==> src/rtl/ram_burst_pkg.sv <==
// ---------------------------------------------------------------------------
// ram_burst_pkg
// Shared definitions for the RAM burst controller: default widths, the
// maximum burst length, the read/write opcode values (same polarity as the
// RAM RW pin) and the controller state encoding.
// ---------------------------------------------------------------------------
package ram_burst_pkg;

    localparam int ADDR_W_DEF = 16;
    localparam int DATA_W_DEF = 32;
    localparam int LEN_W_DEF  = 5;

    // Longest burst in words; larger requested lengths are clamped to this.
    localparam int MAX_BURST  = 16;

    localparam logic OP_WRITE = 1'b0;
    localparam logic OP_READ  = 1'b1;

    typedef enum logic [1:0] {
        IDLE  = 2'd0,
        WRITE = 2'd1,
        READ  = 2'd2,
        DONE  = 2'd3
    } burst_state_e;

endpackage

==> src/rtl/ram_burst_counter.sv <==
// ---------------------------------------------------------------------------
// ram_burst_counter
// Loadable word-address incrementer paired with a remaining-word
// down-counter. The address wraps modulo 2^ADDR_W without any error.
//
// Ports:
//   clk_i    : clock, rising edge
//   rst_ni   : asynchronous active-low reset
//   load_i   : load addr_i / len_i (takes priority over step_i)
//   addr_i   : base address to load
//   len_i    : word count to load (already clamped by the caller)
//   step_i   : one word transferred; advance address, decrement count
//   addr_o   : current word address
//   last_o   : exactly one word remaining
//   empty_o  : no words remaining
// ---------------------------------------------------------------------------
module ram_burst_counter
    import ram_burst_pkg::*;
#(
    parameter int ADDR_W = ADDR_W_DEF,
    parameter int LEN_W  = LEN_W_DEF
) (
    input  logic              clk_i,
    input  logic              rst_ni,
    input  logic              load_i,
    input  logic [ADDR_W-1:0] addr_i,
    input  logic [LEN_W-1:0]  len_i,
    input  logic              step_i,
    output logic [ADDR_W-1:0] addr_o,
    output logic              last_o,
    output logic              empty_o
);

    logic [ADDR_W-1:0] addr_q, addr_d;
    logic [LEN_W-1:0]  rem_q,  rem_d;

    always_comb begin
        addr_d = addr_q;
        rem_d  = rem_q;
        if (load_i) begin
            addr_d = addr_i;
            rem_d  = len_i;
        end else if (step_i && (rem_q != '0)) begin
            // Natural overflow of the adder gives the modulo-2^ADDR_W wrap.
            addr_d = addr_q + ADDR_W'(1);
            rem_d  = rem_q - LEN_W'(1);
        end
    end

    always_ff @(posedge clk_i or negedge rst_ni) begin
        if (!rst_ni) begin
            addr_q <= '0;
            rem_q  <= '0;
        end else begin
            addr_q <= addr_d;
            rem_q  <= rem_d;
        end
    end

    assign addr_o  = addr_q;
    assign last_o  = (rem_q == LEN_W'(1));
    assign empty_o = (rem_q == '0);

endmodule

==> src/rtl/ram_burst_ctrl.sv <==
// ---------------------------------------------------------------------------
// ram_burst_ctrl
// Burst sequencer in front of a single-port RAM with combinational read data.
// Accepts one read or write burst of 0..16 words and moves one word per
// clock across valid/ready streams, driving the RAM Enable/RW/Address/In
// pins and registering the RAM Out bus into RData.
//
// Build option: define RAM_BURST_CSUM_EN to add the Csum output, the XOR of
// every word transferred in the current burst (cleared on command accept).
//
// Ports:
//   Clock, Reset_n            : clock (rising edge), async active-low reset
//   Cmd_Valid/Ready/Op/Addr/Len : burst command handshake (Op 0=write, 1=read)
//   WData/WData_Valid/Ready   : write stream into the controller
//   RData/RData_Valid/Ready   : registered read stream out of the controller
//   Done                      : one-cycle pulse at burst completion
//   Busy                      : burst in progress
//   Ram_Enable/RW/Address/In  : RAM control and write data (RW rests at 1)
//   Ram_Out                   : RAM read data
//   Csum                      : (RAM_BURST_CSUM_EN only) burst XOR checksum
// ---------------------------------------------------------------------------
module ram_burst_ctrl
    import ram_burst_pkg::*;
#(
    parameter int ADDR_W = ADDR_W_DEF,
    parameter int DATA_W = DATA_W_DEF,
    parameter int LEN_W  = LEN_W_DEF
) (
    input  logic              Clock,
    input  logic              Reset_n,
    input  logic              Cmd_Valid,
    output logic              Cmd_Ready,
    input  logic              Cmd_Op,
    input  logic [ADDR_W-1:0] Cmd_Addr,
    input  logic [LEN_W-1:0]  Cmd_Len,
    input  logic [DATA_W-1:0] WData,
    input  logic              WData_Valid,
    output logic              WData_Ready,
    output logic [DATA_W-1:0] RData,
    output logic              RData_Valid,
    input  logic              RData_Ready,
    output logic              Done,
    output logic              Busy,
    output logic              Ram_Enable,
    output logic              Ram_RW,
    output logic [ADDR_W-1:0] Ram_Address,
    output logic [DATA_W-1:0] Ram_In,
    input  logic [DATA_W-1:0] Ram_Out
`ifdef RAM_BURST_CSUM_EN
    ,
    output logic [DATA_W-1:0] Csum
`endif
);

    burst_state_e      state_q;
    logic              busy_q;
    logic              done_q;
    logic              rvalid_q;
    logic [DATA_W-1:0] rdata_q;

    logic [ADDR_W-1:0] cur_addr;
    logic              last_word;
    logic              no_words;
    logic [LEN_W-1:0]  len_clamped;
    logic              accept;
    logic              wr_fire;
    logic              rd_issue;
    logic              rd_drain;

    always_comb begin
        len_clamped = Cmd_Len;
        if (Cmd_Len > LEN_W'(MAX_BURST)) begin
            len_clamped = LEN_W'(MAX_BURST);
        end
    end

    assign accept  = (state_q == IDLE) && Cmd_Valid;
    assign wr_fire = (state_q == WRITE) && WData_Valid;
    // A read may issue whenever the output register is free or being drained
    // this cycle, which sustains one word per clock.
    assign rd_issue = (state_q == READ) && !no_words && (!rvalid_q || RData_Ready);
    // All words issued: finish once the final word leaves the output register.
    assign rd_drain = (state_q == READ) && no_words && (!rvalid_q || RData_Ready);

    ram_burst_counter #(
        .ADDR_W (ADDR_W),
        .LEN_W  (LEN_W)
    ) u_counter (
        .clk_i   (Clock),
        .rst_ni  (Reset_n),
        .load_i  (accept),
        .addr_i  (Cmd_Addr),
        .len_i   (len_clamped),
        .step_i  (wr_fire || rd_issue),
        .addr_o  (cur_addr),
        .last_o  (last_word),
        .empty_o (no_words)
    );

    always_ff @(posedge Clock or negedge Reset_n) begin
        if (!Reset_n) begin
            state_q  <= IDLE;
            busy_q   <= 1'b0;
            done_q   <= 1'b0;
            rvalid_q <= 1'b0;
            rdata_q  <= '0;
        end else begin
            if (rd_issue) begin
                rdata_q  <= Ram_Out;
                rvalid_q <= 1'b1;
            end else if (RData_Ready) begin
                rvalid_q <= 1'b0;
            end

            case (state_q)
                IDLE: begin
                    if (Cmd_Valid) begin
                        if (len_clamped == '0) begin
                            state_q <= DONE;
                            done_q  <= 1'b1;
                        end else begin
                            state_q <= (Cmd_Op == OP_READ) ? READ : WRITE;
                            busy_q  <= 1'b1;
                        end
                    end
                end
                WRITE: begin
                    if (wr_fire && last_word) begin
                        state_q <= DONE;
                        busy_q  <= 1'b0;
                        done_q  <= 1'b1;
                    end
                end
                READ: begin
                    if (rd_drain) begin
                        state_q <= DONE;
                        busy_q  <= 1'b0;
                        done_q  <= 1'b1;
                    end
                end
                DONE: begin
                    state_q <= IDLE;
                    done_q  <= 1'b0;
                end
                default: begin
                    state_q <= IDLE;
                    busy_q  <= 1'b0;
                    done_q  <= 1'b0;
                end
            endcase
        end
    end

`ifdef RAM_BURST_CSUM_EN
    logic [DATA_W-1:0] csum_q;

    always_ff @(posedge Clock or negedge Reset_n) begin
        if (!Reset_n) begin
            csum_q <= '0;
        end else if (accept) begin
            csum_q <= '0;
        end else if (wr_fire) begin
            csum_q <= csum_q ^ WData;
        end else if (rd_issue) begin
            csum_q <= csum_q ^ Ram_Out;
        end
    end

    assign Csum = csum_q;
`endif

    assign Cmd_Ready   = (state_q == IDLE);
    assign WData_Ready = (state_q == WRITE);
    assign Busy        = busy_q;
    assign Done        = done_q;
    assign RData       = rdata_q;
    assign RData_Valid = rvalid_q;

    // RW is held at read except during an actual write so the RAM never sees
    // a spurious write strobe.
    assign Ram_Enable  = wr_fire || rd_issue;
    assign Ram_RW      = !wr_fire;
    assign Ram_Address = cur_addr;
    assign Ram_In      = wr_fire ? WData : '0;

endmodule

==> config.mk <==
export PLATFORM = sky130hd
export DESIGN_NAME = ram_burst_ctrl
export DESIGN_NICKNAME = d
export VERILOG_FILES = /design/src/rtl/ram_burst_pkg.sv /design/src/rtl/ram_burst_counter.sv /design/src/rtl/ram_burst_ctrl.sv
export SDC_FILE = /design/constraint.sdc
export NUM_CORES = 1
export LEC_CHECK = 0
export CAP_MARGIN = 20
export CORE_MARGIN = 2
export CORE_UTILIZATION = 39
export DETAILED_ROUTE_END_ITERATION = 8
export GPL_TIMING_DRIVEN = 0
export PLACE_DENSITY = 0.82
export SKIP_CTS_REPAIR_TIMING = 1
export SLEW_MARGIN = 20
export SYNTH_ARGS = -nofsm -noshare
export SYNTH_HDL_FRONTEND = slang
export SYNTH_SLANG_ARGS = --single-unit
==> constraint.sdc <==
create_clock -name Clock -period 2.6 [get_ports Clock]
set_input_delay 0.52 -clock Clock [delete_from_list [all_inputs] [get_ports Clock]]
set_output_delay 0.52 -clock Clock [all_outputs]
set_load 0.1 [all_outputs]
==> results.md, run 1 <==
* Status: finished with violations
* Failing checks: setup timing
* Vias at 3,218
* Max Used Layer: met4
* Yosys warnings at 0
* Fin area at 5230 um^2
* Period utilisation layout at 100%
* Share of cells above drive strength 1 at 21.4%
* Post-synth EDFFs at 0
* CTS tree: done
* Ys flop type: dfrtp_1
* Crit path launch: u_counter.rem_q[0]
* Synth cell count leaders: 58 x dfrtp_1, 35 x and3_1, 32 x mux2_2
* Synth cell types at 40
* Post-Route WL at 10.3 mm
* Relative slew margins at 32.3%
* Pre-CTS setup slack at -0.844 ns
* Critical path class: register to primary output
* Initial Util at 40.6%
* Register area at 1450 um^2
* Post-synthesis sequential area ratio at 46.1%
* Clock Latency Late Sink at 0.34 ns
* Largest area contributor in the netlist: dfrtp_1
* Fin. max-slew vios at 0
* WL met2 at 5.26 mm
* Detail Route Antenna Nets at 0
* Initial antenna violation count at 0
* Worst Skew at 0.00731 ns
* I/O pin count at 178
* Sink Count at 58
* Grt total ovfl at 0
* DR iter-0 viols at 110
* Post-synth top area share at 46.1%
* I/O Buffers at 177
* Multi-input combinational cell area at 1610 um^2
* Synth Register Bits at 58
* Dpl hpwl at 7.68 mm
* Ant diodes at 0
* Final min period at 2.61 ns
* F_max at 383 MHz
* Critical path arrival at 2.09 ns
* Routability Congestion at 0.840
* First drt pass iteration count at 4
* Crit start category: register
* Layout net count at 590
* Avg Vias per Cell at 5.39
* CTS H-tree lvls at 3
* Crit path capture type: primary output
* Area of the mapped netlist at 3150 um^2
* Placed Area at 5070 um^2
* Cell total after placement at 582
* Worst slew pin tran at 1.01 ns
* Die Wd at 93.9 um
* Clock buffer depth at 2
* Synth area leaders: dfrtp_1 46%, mux2_2 11%, and3_1 6.9%
* Finish-stage setup viols at 2
* Net Count, Synth at 403
* Largest net degree at the start of global routing at 59
* Final core occ at 67.3%
* Total GRT Usage at 22.7%
* CTS Root Cell: clkbuf_8
* Crit-path max FO at 10
* Die H at 93.9 um
* Synthesis-to-layout area growth at 65.8%
* Routed met1 length at 4.20 mm
* Die area at 8810 um^2
* Number of global-route vias before repair at 3,092
* Core ar. at 7770 um^2
* Residual DRC at 0
* First-pass GRT wire length at 15.7 mm
* # fillers at 635
* Max Cap Viol at 0
* Worst setup margin at -0.0125 ns
* Syn Inst Count at 303
* Total CTS buffers at 9
* WL met3 at 760 um
* DR WL/cell at 17.3 um
* Clock Pin Slew Worst Setup and Hold Paths at 0.07 ns
* RSZ-0062 raised after global routing: yes
* Post-synth ARST share at 100%
* Worst EP required at 2.08 ns
* Syn Area/Cell at 10.4 um^2
* Hold Path Class: primary input to async pin
* Final non-filler cell total at 597
* Row Count at 32
* RR Startpoint: u_counter.rem_q[0]
* Top-count cell post-synth: dfrtp_1
* Hold Vio Cnt, Final at 0
==> logic make-up after synthesis <==
kind of cell	count (synthesis)	share of synthesized area (%)
AO/OA/AOI/OAI	54	11.9
adder cells (fa/ha/maj)	9	3.57
buffers and inverters	32	4.29
flip-flops	58	46.1
multiplexers	36	12.7
AND/OR/NAND/NOR	114	21.5
==> layout make-up <==
class                           instances  area share [%]
Clock buffer                           12            2.97
Clock inverter                          4           0.958
Tap cell                              102            2.44
Sequential cell                        58            27.8
Inverter                               11           0.790
Buffer                                 20            1.92
Multi-Input combinational cell        213            30.7
Timing Repair Buffer                  177            32.4
==> routing by layer <==
layer	GRT usage [%]	vias up
met5	0	-
met4	5.31	0
met3	5.30	10
met2	38.8	154
met1	29.2	1535
li1	-	1519
==> path summary, 6_finish.rpt <==
check,slack (ns),end,cells past startpoint
setup / recovery,-0.01,Ram_Enable,7
hold / removal,0.26,RData[15],1
setup reg to reg,0.23,u_counter.addr_o[1],7
hold reg to reg,0.51,RData[11],1
max in group asynchronous,1.87,u_counter.addr_o[4],1
min in group Clock,0.51,RData[11],1
==> cells in the final DEF, fill, tap and decap left out, drive strengths merged, types with 2 or more instances in the layout <==
cell type      netlist  final
o22ai                2      2
nor2                17     17
mux2                32     32
dlymetal6s2s         0      4
clkdlybuf4s50        0    138
nand4                7      7
ha                   9      9
nand3               10     10
nor3                 2      2
mux2i                4      4
and3                35     35
a31oi               21     21
nand2               10     10
o31ai               14     14
a21oi                4      4
buf                  7     10
or4                 17     17
clkinvlp             0      2
or3                  4      4
inv                 11     11
a221o                2      2
nand2b               4      4
clkbuf              14     57
o21ai                7      7
o41ai                2      2
dfrtp               58     58
==> worst max-delay path, stage by stage (launching register included) <==
cell,delay (ns)
dfrtp_1,0.42
inv_2,0.09
ha_2,0.19
or4b_4,0.51
nand3_4,0.15
buf_8,0.15
nand2_2,0.07
buf_8,0.17
==> registers in the layout, summed over array words and instances, names as in the netlist <==
register          count
RData_Valid           1
RData                32
Done                  1
u_counter.rem_q       5
u_counter.addr_o     16
state_q               2
Busy                  1
==> per-stage QoR <==
stage	TNS, ns	hold slack [ns]
global placement	-69.82	0.486
detailed placement	-25.27	0.492
finish	-0.0249	0.255
floorplan	0	0.224
CTS	-26.05	0.264
global route	-0.406	0.299
Power of run 1 is left out: the tool's default activity adds up to more than one toggle a clock period on the data nets, which glitch-free logic cannot reach.
==> run 2, diff against run 1 <==
--- a/config.mk
+++ b/config.mk
@@ -11,8 +11,6 @@
 export DETAILED_ROUTE_END_ITERATION = 8
 export GPL_TIMING_DRIVEN = 0
 export PLACE_DENSITY = 0.82
-export SKIP_CTS_REPAIR_TIMING = 1
-export SLEW_MARGIN = 20
 export SYNTH_ARGS = -nofsm -noshare
 export SYNTH_HDL_FRONTEND = slang
 export SYNTH_SLANG_ARGS = --single-unit
==> run 2 against run 1 <==
  * The run now ends clean
  * Via count about the same
  * Clock skew about the same
  * Utilization increased by 0.71 points
  * Global-route usage decreased by 0.25 points
  * Cell area increased by 1.1%
  * Flip-flop and latch count unchanged
  * Critical path type unchanged
  * Critical endpoint is now Ram_Address[9]
  * Largest cell class unchanged
==> results.md, run 2 (synthesis results as in run 1) <==
* Status: completed
* Fin. max-slew vios at 0
* Cell depth of the worst flop-to-flop path at 7
* F_max at 394 MHz
* First-pass GRT wire length at 15.7 mm
* First drt pass iteration count at 4
* DR WL/cell at 16.9 um
* Critical path arrival at 2.02 ns
* CTS H-tree lvls at 3
* Max reg flops at 32
* RR Startpoint: state_q[0]
* Ant diodes at 0
* CTS tree: done
* Relative slew margins at 32.6%
* Avg Vias per Cell at 5.37
* Worst stage delay on the critical path at 1.19 ns
* Initial antenna violation count at 0
* Die H at 93.9 um
* Synthesis-to-layout area growth at 67.6%
* Sink Count at 58
* RSZ-0062 raised after global routing: yes
* Worst EP required at 2.08 ns
* Vias at 3,221
* Most frequent cells in the layout: 137 x clkdlybuf4s50_1, 58 x dfrtp_1, 35 x and3_1, 35 x buf_4, 32 x mux2_2
* Worst setup path end: Ram_Address[9]
* Worst Skew at 0.00688 ns
* Post-Route WL at 10.1 mm
* Worst slew pin tran at 1.01 ns
* I/O Buffers at 177
* Dpl hpwl at 7.68 mm
* Routability Congestion at 0.840
* Final non-filler cell total at 600
* Initial Util at 40.6%
* Period utilisation layout at 97.7%
* CTS Root Cell: clkbuf_8
* Residual DRC at 0
* Total CTS buffers at 9
* Final min period at 2.54 ns
* Hold Vio Cnt, Final at 0
* Row Count at 32
* # hold bufs at CTS at 0
* Die area at 8810 um^2
* Crit start category: register
* R2R Setup Slk at 0.34 ns
* Critical R2R Capture: u_counter.addr_o[1]
* Cell total after placement at 583
* CP max stage cell: clkdlybuf4s50_1
* Crit path depth at 1
* Max Cap Viol at 0
* Clock Pin Slew Worst Setup and Hold Paths at 0.07 ns
* CP top delay family: buffers and inverters
* Crit path cell chain: clkdlybuf4s50_1
* Commonest non-fill, non-tap cell in the layout: clkdlybuf4s50_1
* Clock buffer depth at 2
* Crit path launch: u_counter.addr_o[9]
* Number of global-route vias before repair at 3,165
* Finish-stage setup viols at 0
* Hold Path Class: primary input to async pin
* Largest net degree at the start of global routing at 38
* Share of cells above drive strength 1 at 21.7%
* Grt total ovfl at 0
* Crit path capture type: primary output
* Core ar. at 7770 um^2
* DR iter-0 viols at 151
* I/O pin count at 178
* Crit-path max FO at 8
* Critical path class: register to primary output
* Die Wd at 93.9 um
* Total GRT Usage at 22.5%
* Layout net count at 594
* Detail Route Antenna Nets at 0
* Worst path bufs/invs at 1
* Clock Latency Late Sink at 0.34 ns
run 2: cell count changes in the layout (fill, tap and decap cells not counted), moves of 2 or more:
cell | before | now
clkbuf_4 | 30 | 0
clkbuf_8 | 11 | 9
clkinv_2 | 1 | 3
clkbuf_2 | 5 | 1
buf_12 | 0 | 2
buf_4 | 3 | 35
clkdlybuf4s15_2 | 0 | 4
run 2: through the flow:
stage	TNS [ns]	setup WS, ns	util (%)	hold slack, ns	cell area (um^2)
after floorplan	0	0.134	-	0.224	3170
after global placement	-69.82	-0.850	65.3	0.486	5070
after detailed placement	-25.08	-0.852	65.5	0.494	5090
after CTS	-0.0876	-0.0876	67.6	0.147	5250
after global routing	-0.0181	-0.0181	68.0	0.163	5280
final	0	0.0602	68.0	0.141	5280
run 2: layout make-up:
cell class	count	area (um^2)
Clock buffer	9	124
Timing Repair Buffer	180	1750
Fill cell	626	2490
Tap cell	102	128
Multi-Input combinational cell	213	1600
Inverter	11	41.3
Buffer	21	106
Sequential cell	58	1450
Clock inverter	6	82.6
run 2: worst min-delay path by stage:
stage                   start        end  slack [ns]  depth (start not counted)
floorplan             Reset_n       Busy        0.22                          0
detailed placement  RData[12]  RData[12]        0.49                          1
finish                Reset_n  RData[16]        0.14                          1
global placement     RData[9]   RData[9]        0.49                          1
global route          Reset_n  RData[12]        0.16                          1
CTS                   Reset_n  RData[16]        0.15                          1
run 2: layer usage:
layer	up-vias	routed length (um)	track usage, %
met5	-	0	0
met4	0	144	5.92
met3	16	715	5.78
met2	140	5080	38.0
met1	1539	4210	28.5
li1	1526	-	-
run 2: what timing repair did:
item,in CTS,in global routing
buffers inserted,0,2
resized for setup,207,9
pin swaps,0,0
endpoints found under the setup margin,36,9
Power of run 2 is left out for the same reason.
==> run 3, diff against run 2 <==
--- a/config.mk
+++ b/config.mk
@@ -11,6 +11,7 @@
 export DETAILED_ROUTE_END_ITERATION = 8
 export GPL_TIMING_DRIVEN = 0
 export PLACE_DENSITY = 0.82
+export SETUP_SLACK_MARGIN = 0.5
 export SYNTH_ARGS = -nofsm -noshare
 export SYNTH_HDL_FRONTEND = slang
 export SYNTH_SLANG_ARGS = --single-unit
==> run 3 against run 2 <==
  * Fmax is 1.6% higher
  * Via count increased by 16%
  * Critical path type unchanged
  * Cell area up 17%
  * Hold slack gained 0.070 ns
  * First-iteration DRC count rose to 2.9 times the previous value
  * Global-route usage grew 5.3 points
  * Register-to-register slack about the same
==> results.md, run 3 (synthesis results as in run 1) <==
* Initial Util at 40.6%
* Hold Vio Cnt, Final at 0
* CTS H-tree lvls at 3
* Crit path launch: u_counter.rem_q[0]
* Fin area at 6200 um^2
* Clock Latency Late Sink at 0.34 ns
* Hold_ws at 0.211 ns
* Post-Route WL at 14.1 mm
* RR Startpoint: state_q[1]
* Worst EP required at 2.08 ns
* Die Wd at 93.9 um
* Avg Vias per Cell at 5.99
* Ant diodes at 0
* Max Cap Viol at 0
* Cell depth of the worst flop-to-flop path at 10
* Die area at 8810 um^2
* Crit path capture type: primary output
* First drt pass iteration count at 5
* CP max stage cell: or4b_4
* Total CTS buffers at 9
* DR WL/cell at 22.6 um
* Number of global-route vias before repair at 3,534
* CTS tree: done
* Clock Pin Slew Worst Setup and Hold Paths at 0.07 ns
* Routability Congestion at 0.859
* Placed Area at 5310 um^2
* # hold bufs at CTS at 0
* Hold Path Class: primary input to async pin
* Most frequent cells in the layout: 88 x clkdlybuf4s50_1, 43 x dfrtp_1, 32 x mux2_2, 32 x buf_12, 30 x and3_4
* Worst setup margin at 0.0994 ns
* Status: completed
* Core ar. at 7770 um^2
* Crit start category: register
* Total GRT Usage at 27.8%
* Initial antenna violation count at 0
* Grt total ovfl at 0
* F_max at 400 MHz
* Worst Skew at 0.0113 ns
* Critical R2R Capture: u_counter.addr_o[0]
* I/O Buffers at 177
* Crit path cell chain: inv_2 -> ha_4 -> or4b_4 -> buf_8 -> nand3_4 -> buf_8 -> nand2_4 -> buf_12
* Dpl hpwl at 7.77 mm
* Finish-stage setup viols at 0
* Layout net count at 617
* DR iter-0 viols at 440
* Period utilisation layout at 96.2%
* RSZ-0062 raised after global routing: yes
* Critical path arrival at 1.98 ns
* I/O pin count at 178
* Critical path class: register to primary output
* Row Count at 32
* Worst stage delay on the critical path at 0.46 ns
* Residual DRC at 0
* Worst slew pin tran at 0.982 ns
* R2R Setup Slk at 0.33 ns
* Vias at 3,732
* Commonest non-fill, non-tap cell in the layout: clkdlybuf4s50_1
* First-pass GRT wire length at 18.9 mm
* Fin. max-slew vios at 0
* Crit-path max FO at 2
* Final min period at 2.50 ns
* Detail Route Antenna Nets at 0
* Share of cells above drive strength 1 at 42.4%
* # fillers at 449
* Synthesis-to-layout area growth at 96.9%
* Relative slew margins at 34.8%
* Pre-CTS setup slack at -0.936 ns
* Most common cell on crit path: buf_8
* Largest net degree at the start of global routing at 31
* Die H at 93.9 um
* CTS Root Cell: clkbuf_8
* Sink Count at 58
* Clock buffer depth at 2
* Max reg flops at 32
-- run 3: cell types whose count changed in the layout (fill, tap and decap cells not counted), sizes merged, moves of 3 or more --
cell	previous run	this run
dlymetal6s2s	3	0
dlygate4sd2	1	18
clkdlybuf4s50	137	88
buf	43	71
clkbuf	22	27
clkdlybuf4s15	4	30
-- run 3: worst max-delay path, delay by kind of cell, from the launching register on --
kind          cells  cell delay, ns
buf+inv           4            0.49
fa+ha+maj         1            0.13
simple gates      3            0.58
flops             1            0.41
-- run 3: timing repair --
action,in CTS,in global routing
pin swaps,2,6
gates resized for setup,407,72
buffers inserted,12,11
setup endpoints to repair,130,97
gates cloned,1,1
-- run 3: metal layers --
metal | vias to the layer above | global-route usage [%] | routed length [um]
met5 | - | 0 | 0
met4 | 0 | 13.0 | 933
met3 | 89 | 8.83 | 1600
met2 | 306 | 48.8 | 6950
met1 | 1772 | 30.4 | 4580
li1 | 1565 | - | -
-- run 3: worst max-delay path by stage --
| stage | slack (ns) | to |
|---|---|---|
| finish | 0.1 | Ram_Enable |
| global route | 0.05 | Ram_Enable |
| CTS | 0.15 | Ram_Enable |
| detailed placement | -0.94 | Ram_In[29] |
| global placement | -1.28 | u_counter.addr_o[7] |
| floorplan | 0.34 | Ram_Enable |
-- run 3: through the flow --
step / util (%) / instances / TNS, ns
global route: 79.9 / 623 / 0
finish: 79.9 / 623 / 0
detailed placement: 68.4 / 583 / -29.46
floorplan: - / 303 / 0
CTS: 76.7 / 611 / 0
global placement: 68.2 / 582 / -84.27
-- run 3: cell type report --
cell class | count | area, um^2 | share of cell area, %
clock buffers | 10 | 138 | 2.22
plain buffers | 21 | 196 | 3.17
multi-input cells | 213 | 1850 | 29.8
repair buffers | 203 | 2280 | 36.8
inverters | 11 | 41.3 | 0.666
well taps | 102 | 128 | 2.06
flip-flops and latches | 58 | 1490 | 24.0
clock inverters | 5 | 78.8 | 1.27
Power of run 3 is left out for the same reason.
